File: src/rtl/load_store_unit_pkg.sv
// Shared types for the load/store unit: request opcodes, FSM states and funct3 size codes.
package load_store_unit_pkg;

    typedef enum logic [1:0] {
        MEM_NONE   = 2'd0,
        LOAD_DATA  = 2'd1,
        STORE_DATA = 2'd2
    } memory_operation_t;

    typedef enum logic [1:0] {
        IDLE  = 2'd0,
        BUS   = 2'd1,
        ACK   = 2'd2,
        VALID = 2'd3
    } lsu_state_t;

    localparam logic [2:0] LS_B  = 3'b000;
    localparam logic [2:0] LS_H  = 3'b001;
    localparam logic [2:0] LS_W  = 3'b010;
    localparam logic [2:0] LS_BU = 3'b100;
    localparam logic [2:0] LS_HU = 3'b101;

    // funct3[1] set means word (reserved encodings included), so W and reserved share the check.
    function automatic logic is_misaligned(input logic [2:0] f3, input logic [1:0] a);
        return ((f3[1:0] == 2'b01) && a[0]) || (f3[1] && (a != 2'b00));
    endfunction

endpackage

File: src/rtl/load_store_unit_align.sv
// Byte-lane steering: Wishbone select, store-data replication and load extraction/extension.
module lsu_align
    import load_store_unit_pkg::*;
(
    input  logic [1:0]  addr_lo,
    input  logic [2:0]  funct3,
    input  logic [31:0] st_data,
    input  logic [31:0] rd_data,
    output logic [3:0]  sel,
    output logic [31:0] wr_data,
    output logic [31:0] ld_data
);

    logic [7:0]  byte_v;
    logic [15:0] half_v;
    logic        uns;

    always_comb begin
        byte_v  = rd_data[{addr_lo, 3'b000} +: 8];
        half_v  = addr_lo[1] ? rd_data[31:16] : rd_data[15:0];
        uns     = funct3[2];
        sel     = 4'b1111;
        wr_data = st_data;
        ld_data = rd_data;
        // Size comes from funct3[1:0]; 1x (W and all reserved codes) falls to the default.
        case (funct3[1:0])
            2'b00: begin
                sel     = 4'b0001 << addr_lo;
                wr_data = {4{st_data[7:0]}};
                ld_data = uns ? {24'h0, byte_v} : {{24{byte_v[7]}}, byte_v};
            end
            2'b01: begin
                sel     = addr_lo[1] ? 4'b1100 : 4'b0011;
                wr_data = {2{st_data[15:0]}};
                ld_data = uns ? {16'h0, half_v} : {{16{half_v[15]}}, half_v};
            end
            default: ;
        endcase
    end

endmodule

File: src/rtl/load_store_unit.sv
// Load/store unit: one Wishbone-classic master transaction per control-unit request.
// Optional MISALIGN_TRAP_EN rejects misaligned H/W accesses without touching the bus.
module load_store_unit
    import load_store_unit_pkg::*;
#(
    parameter int unsigned TIMEOUT_CYCLES = 255,
    parameter logic [31:0] RESET_ADDR     = 32'h0
)(
    input  logic              clk,
    input  logic              rst,
    input  logic              cyc,
    input  memory_operation_t memory_operation,
    input  logic [2:0]        funct3,
    input  logic [31:0]       rs1_data,
    input  logic [31:0]       offset,
    input  logic [31:0]       rs2_data,
    output logic              ack,
    output logic              data_valid,
    output logic [31:0]       load_data,
    output logic              bus_error,
`ifdef MISALIGN_TRAP_EN
    output logic              misaligned,
`endif
    output logic              wb_cyc_o,
    output logic              wb_stb_o,
    output logic              wb_we_o,
    output logic [31:0]       wb_adr_o,
    output logic [3:0]        wb_sel_o,
    output logic [31:0]       wb_dat_o,
    input  logic [31:0]       wb_dat_i,
    input  logic              wb_ack_i,
    input  logic              wb_err_i
);

    localparam bit          TO_EN   = (TIMEOUT_CYCLES != 0);
    localparam logic [31:0] TO_LAST = 32'(TIMEOUT_CYCLES - 1);

    lsu_state_t  state;
    logic [1:0]  addr_lo_q;
    logic [2:0]  f3_q;
    logic        is_load_q;
    logic [31:0] ld_q;
    logic [31:0] tmo_cnt;

    logic        req;
    logic [31:0] req_addr;
    logic [1:0]  a_lo;
    logic [2:0]  a_f3;
    logic [3:0]  a_sel;
    logic [31:0] a_wr;
    logic [31:0] a_ld;
    logic        bus_fail;
    logic        trap;

    assign req      = cyc && (memory_operation != MEM_NONE);
    assign req_addr = rs1_data + offset;
    // Aligner sees live inputs while accepting, latched fields once the bus phase runs.
    assign a_lo     = (state == IDLE) ? req_addr[1:0] : addr_lo_q;
    assign a_f3     = (state == IDLE) ? funct3 : f3_q;
    assign bus_fail = wb_err_i || (TO_EN && (tmo_cnt == TO_LAST));

`ifdef MISALIGN_TRAP_EN
    assign trap = is_misaligned(funct3, req_addr[1:0]);
`else
    assign trap = 1'b0;
`endif

    lsu_align u_align (
        .addr_lo (a_lo),
        .funct3  (a_f3),
        .st_data (rs2_data),
        .rd_data (wb_dat_i),
        .sel     (a_sel),
        .wr_data (a_wr),
        .ld_data (a_ld)
    );

    always_ff @(posedge clk or negedge rst) begin
        if (!rst) begin
            state      <= IDLE;
            addr_lo_q  <= 2'b00;
            f3_q       <= 3'b000;
            is_load_q  <= 1'b0;
            ld_q       <= 32'h0;
            tmo_cnt    <= 32'h0;
            ack        <= 1'b0;
            data_valid <= 1'b0;
            load_data  <= 32'h0;
            bus_error  <= 1'b0;
            wb_cyc_o   <= 1'b0;
            wb_stb_o   <= 1'b0;
            wb_we_o    <= 1'b0;
            wb_adr_o   <= RESET_ADDR;
            wb_sel_o   <= 4'h0;
            wb_dat_o   <= 32'h0;
        end else begin
            data_valid <= 1'b0;
            case (state)
                IDLE: if (req) begin
                    addr_lo_q <= req_addr[1:0];
                    f3_q      <= funct3;
                    is_load_q <= (memory_operation == LOAD_DATA);
                    tmo_cnt   <= 32'h0;
                    if (trap) begin
                        state     <= ACK;
                        ack       <= 1'b1;
                        bus_error <= 1'b1;
                        ld_q      <= 32'h0;
                    end else begin
                        state     <= BUS;
                        bus_error <= 1'b0;
                        wb_cyc_o  <= 1'b1;
                        wb_stb_o  <= 1'b1;
                        wb_we_o   <= (memory_operation == STORE_DATA);
                        wb_adr_o  <= {req_addr[31:2], 2'b00};
                        wb_sel_o  <= a_sel;
                        wb_dat_o  <= a_wr;
                    end
                end
                BUS: begin
                    tmo_cnt <= tmo_cnt + 32'd1;
                    // Error wins over a simultaneous ack.
                    if (bus_fail || wb_ack_i) begin
                        state     <= ACK;
                        ack       <= 1'b1;
                        wb_cyc_o  <= 1'b0;
                        wb_stb_o  <= 1'b0;
                        wb_we_o   <= 1'b0;
                        wb_sel_o  <= 4'h0;
                        bus_error <= bus_fail;
                        ld_q      <= bus_fail ? 32'h0 : a_ld;
                    end
                end
                ACK: if (!cyc) begin
                    ack <= 1'b0;
                    if (is_load_q) begin
                        state      <= VALID;
                        data_valid <= 1'b1;
                        load_data  <= ld_q;
                    end else begin
                        state <= IDLE;
                    end
                end
                VALID: state <= IDLE;
                default: state <= IDLE;
            endcase
        end
    end

`ifdef MISALIGN_TRAP_EN
    always_ff @(posedge clk or negedge rst) begin
        if (!rst)
            misaligned <= 1'b0;
        else if (state == IDLE && req)
            misaligned <= trap;
    end
`endif

endmodule

File: config.mk
export PLATFORM = sky130hd
export DESIGN_NAME = load_store_unit
export DESIGN_NICKNAME = d
export VERILOG_FILES = /design/src/rtl/load_store_unit_pkg.sv /design/src/rtl/load_store_unit_align.sv /design/src/rtl/load_store_unit.sv
export SDC_FILE = /design/constraint.sdc
export NUM_CORES = 1
export LEC_CHECK = 0
export CAP_MARGIN = 10
export CORE_ASPECT_RATIO = 1.5
export CORE_MARGIN = 3
export CORE_UTILIZATION = 25
export DETAILED_ROUTE_END_ITERATION = 6
export DONT_BUFFER_PORTS = 1
export PLACE_DENSITY = 0.49
export SYNTH_ARGS = -nofsm -noshare
export SYNTH_HDL_FRONTEND = slang
export SYNTH_SLANG_ARGS = --single-unit
export TNS_END_PERCENT = 50
File: constraint.sdc
create_clock -name clk -period 4.55 [get_ports clk]
set_clock_uncertainty 0.05 [all_clocks]
set_input_delay 0.455 -clock clk [delete_from_list [all_inputs] [get_ports clk]]
set_output_delay 0.455 -clock clk [all_outputs]
set_load 0.03 [all_outputs]
==> summary.txt <==
Logic synthesis
  • EDFF count, synth: 0
  • Synth Flop Type: dfrtp_1
  • Syn Inst Count: 989
  • Yosys top cell area share: 46.6%
  • Post-synthesis cell type count: 61
  • Top post-synthesis cells by area: dfrtp_1 47%, nand2_1 7.0%, o21ai_0 6.1%, ha_1 4.4%, mux2_2 4.0%
  • Area leader, netlist: dfrtp_1
  • Synth warn: 0
  • Post-synthesis sequential area ratio: 46.6%
  • Mapped Area: 0.00939 mm²
  • Synth async-reset ratio: 100%
  • Count of state elements after synthesis: 175
  • Syn Area/Cell: 9.50 µm²

Timing
  • RSZ-0062 raised after global routing: no
  • Worst-margin pin slew: 1.10 ns
  • Min Hold Slack: -0.336 ns
  • Period minus WS final: 3.49 ns
  • Tcrit/Tclk final: 76.8%
  • Final Max Slew Viols: 0
  • Setup TNS: 0 ns
  • Max-Slew Margin vs Limit: 26.4%
  • Fmax: 0.286 GHz
  • Hold Vio Cnt, Final: 175
  • Final worst slack: 1.06 ns
  • Final setup vio count: 0

Cells and area
  • Synth-to-layout area growth: 11.3%
  • Number of nets in the layout: 1131
  • Design area: 0.0105 mm²
  • Share of layout cells above drive strength 1: 9.77%
  • Post-Route Utilization: 28.3%

Floorplan
  • Chip Width: 164 µm
  • IO Pins: 244
  • Die area: 0.0400 mm²
  • Starting density of the core: 25.4%
  • Core area: 0.0369 mm²
  • Die Span Y: 243 µm
  • Cell Rows: 86

Run status
  • Violated checks: negative hold slack
  • Status: finished with violations

GRT
  • Total GRT Usage: 14.1%
  • Remaining Overflow, GRT: 0
  • First-pass GRT wire length: 43.7 mm
  • Initial antenna violation count: 1
  • Vias in the first global route: 7286
  • Largest net degree at the start of global routing: 176

CTS
  • Clk slew on worst S/H paths: 0.07 ns
  • H-tree levels: 4
  • Bufs on Longest Clock Path: 2
  • Post-CTS sizing: 0
  • CTS tree: yes
  • Clock sink count: 175
  • Post-CTS setup buffer count: 0
  • CTS Buf Count: 17
  • Clock latency on the worst-skew pair: 0.44 ns
  • Clock root buffer: clkbuf_16

Detailed routing
  • Via count: 7324
  • First-pass DRT Iterations: 7
  • # DRC: 0
  • Via-to-Cell Ratio: 5.02
  • Routed wire length: 28.4 mm
  • Drt wl/cell: 19.5 µm
  • Routed Antenna Nets: 0
  • DR iter-0 viols: 424

Placement
  • Placed wire-length estimate: 21.1 mm
  • Port Buf Inserts: 0
  • GPL Wtd Cong: 0.869
  • Pre-CTS setup slack: 0.695 ns
  • DP Area: 0.00986 mm²

Critical path
  • Worst Path Arrival: 3.74 ns
  • Slowest stage delay, CP: 0.62 ns
  • Crit path cell chain: nor2_2 > mux2i_4 > buf_4 > mux4_2 > and3_1 > a211oi_2 > or3_1 > o21ai_0
  • Slowest-stage cell, CP: or3_1
  • CP Class: reg -> reg
  • Delay-heaviest family, CP: simple AND/OR/NAND/NOR gates
  • Worst path bufs/invs: 1
  • CP endpoint kind: flip-flop
  • Critical path launch point type: flip-flop
  • Worst-path fanout max: 19
  • Req. time, crit path: 4.79 ns
  • Setup slack, reg-to-reg: 1.06 ns

Power and ir drop
  • Peak supply drop: 0.224 mV
  • Leakage power: 4.67 nW
  • PwrDens: 651 mW/mm²

Min path
  • Hold Crit Class: in -> async

Flow run
  • Max-cap violation count: 0
## registers in the layout, indices dropped and copies added (netlist names)
| register | cells |
|---|---|
| ack | 1 |
| addr_lo_q | 2 |
| bus_error | 1 |
| data_valid | 1 |
| f3_q | 3 |
| is_load_q | 1 |
| ld_q | 32 |
| load_data | 32 |
| state | 2 |
| tmo_cnt | 32 |
| wb_adr_o | 30 |
| wb_dat_o | 32 |
| wb_sel_o | 4 |
| wb_stb_o | 1 |
| wb_we_o | 1 |
## kinds of logic after synthesis
| family | after synthesis | synth area share (%) |
|---|---|---|
| compound gates | 292 | 19.8 |
| fa+ha+maj | 34 | 4.61 |
| buf+inv | 67 | 3.04 |
| other cells | 1 | 0.0399 |
| mux | 68 | 7.95 |
| simple gates | 325 | 15.4 |
| xor+xnor | 27 | 2.52 |
| flops | 175 | 46.6 |
## power breakdown
part | internal (W) | total [W] | switching [W]
Clock | 0.000837 | 0.00151 | 0.000672
Combinational | 0.000750 | 0.00186 | 0.00111
Sequential | 0.00210 | 0.00344 | 0.00133
## final cells by class
| class | instances | area, µm² |
|---|---|---|
| Clock inverter | 13 | 150 |
| Multi-Input combinational cell | 748 | 4760 |
| Antenna cell | 2 | 5.00 |
| Timing Repair Buffer | 9 | 80.1 |
| Tap cell | 484 | 606 |
| Inverter | 8 | 30.0 |
| Fill cell | 3890 | 26500 |
| Clock buffer | 19 | 443 |
| Sequential cell | 175 | 4380 |
## routing by layer
layer / part of all wire, % / track usage (%) / vias up
met2: 50 / 24.5 / 264
met5: 0 / 0 / -
met3: 8.3 / 4.68 / 39
met1: 38 / 15.7 / 3503
li1: - / - / 3518
met4: 3.1 / 5.92 / 0
## stage by stage
stage / instances / total power, W
after global placement: 1424 / 0.00533
final: 1458 / 0.00680
after floorplan: 990 / 0.00474
after CTS: 1456 / 0.00692
after global routing: 1457 / 0.00727
after detailed placement: 1424 / 0.00537
## layout by cell type (no fill, tap or decap), types with 5 or more instances in the layout
cell,n
nand2_1,175
dfrtp_1,175
o21ai_0,114
nor2_1,45
a21oi_1,45
nand3_1,34
mux2_2,33
mux2i_1,33
ha_1,33
o31ai_1,20
clkbuf_16,17
and3_1,16
a21o_1,16
xnor2_1,16
a31oi_1,12
nand4_1,11
o21ai_2,11
xor2_1,11
o211ai_1,10
inv_1,8
o21bai_1,8
and2_1,8
a221oi_1,8
a222oi_1,8
buf_4,8
a22o_1,7
nor3_1,6
o21a_1,6
a211oi_1,6
nor2b_1,5
nand2b_1,5
## final timing paths
| kind | start | endpoint | cells after the start |
|---|---|---|---|
| max in group asynchronous | rst | load_data[10] | 0 |
| worst min-delay path | rst | wb_adr_o[27] | 0 |
| min in group clk | rs2_data[5] | wb_dat_o[5] | 2 |
| worst max register to register | state[1] | ld_q[19] | 8 |
| worst max-delay path | state[1] | ld_q[19] | 8 |
| worst min register to register | ld_q[23] | ld_q[23] | 2 |
## synthesized netlist by cell type, drive strengths merged (8+ instances only)
cell and instances:
nand4 11, nand3 34, a21oi 45, o31ai 21
nor2 46, clkbuf 48, ha 33, buf 11
nand2 175, inv 8, a21o 16, a222oi 8
o21ai 126, o21bai 8, mux2i 34, xnor2 16
mux2 33, o211ai 10, xor2 11, a221oi 8
and2 8, a31oi 12, dfrtp 175, and3 16
(Power assumes the default switching activity.)
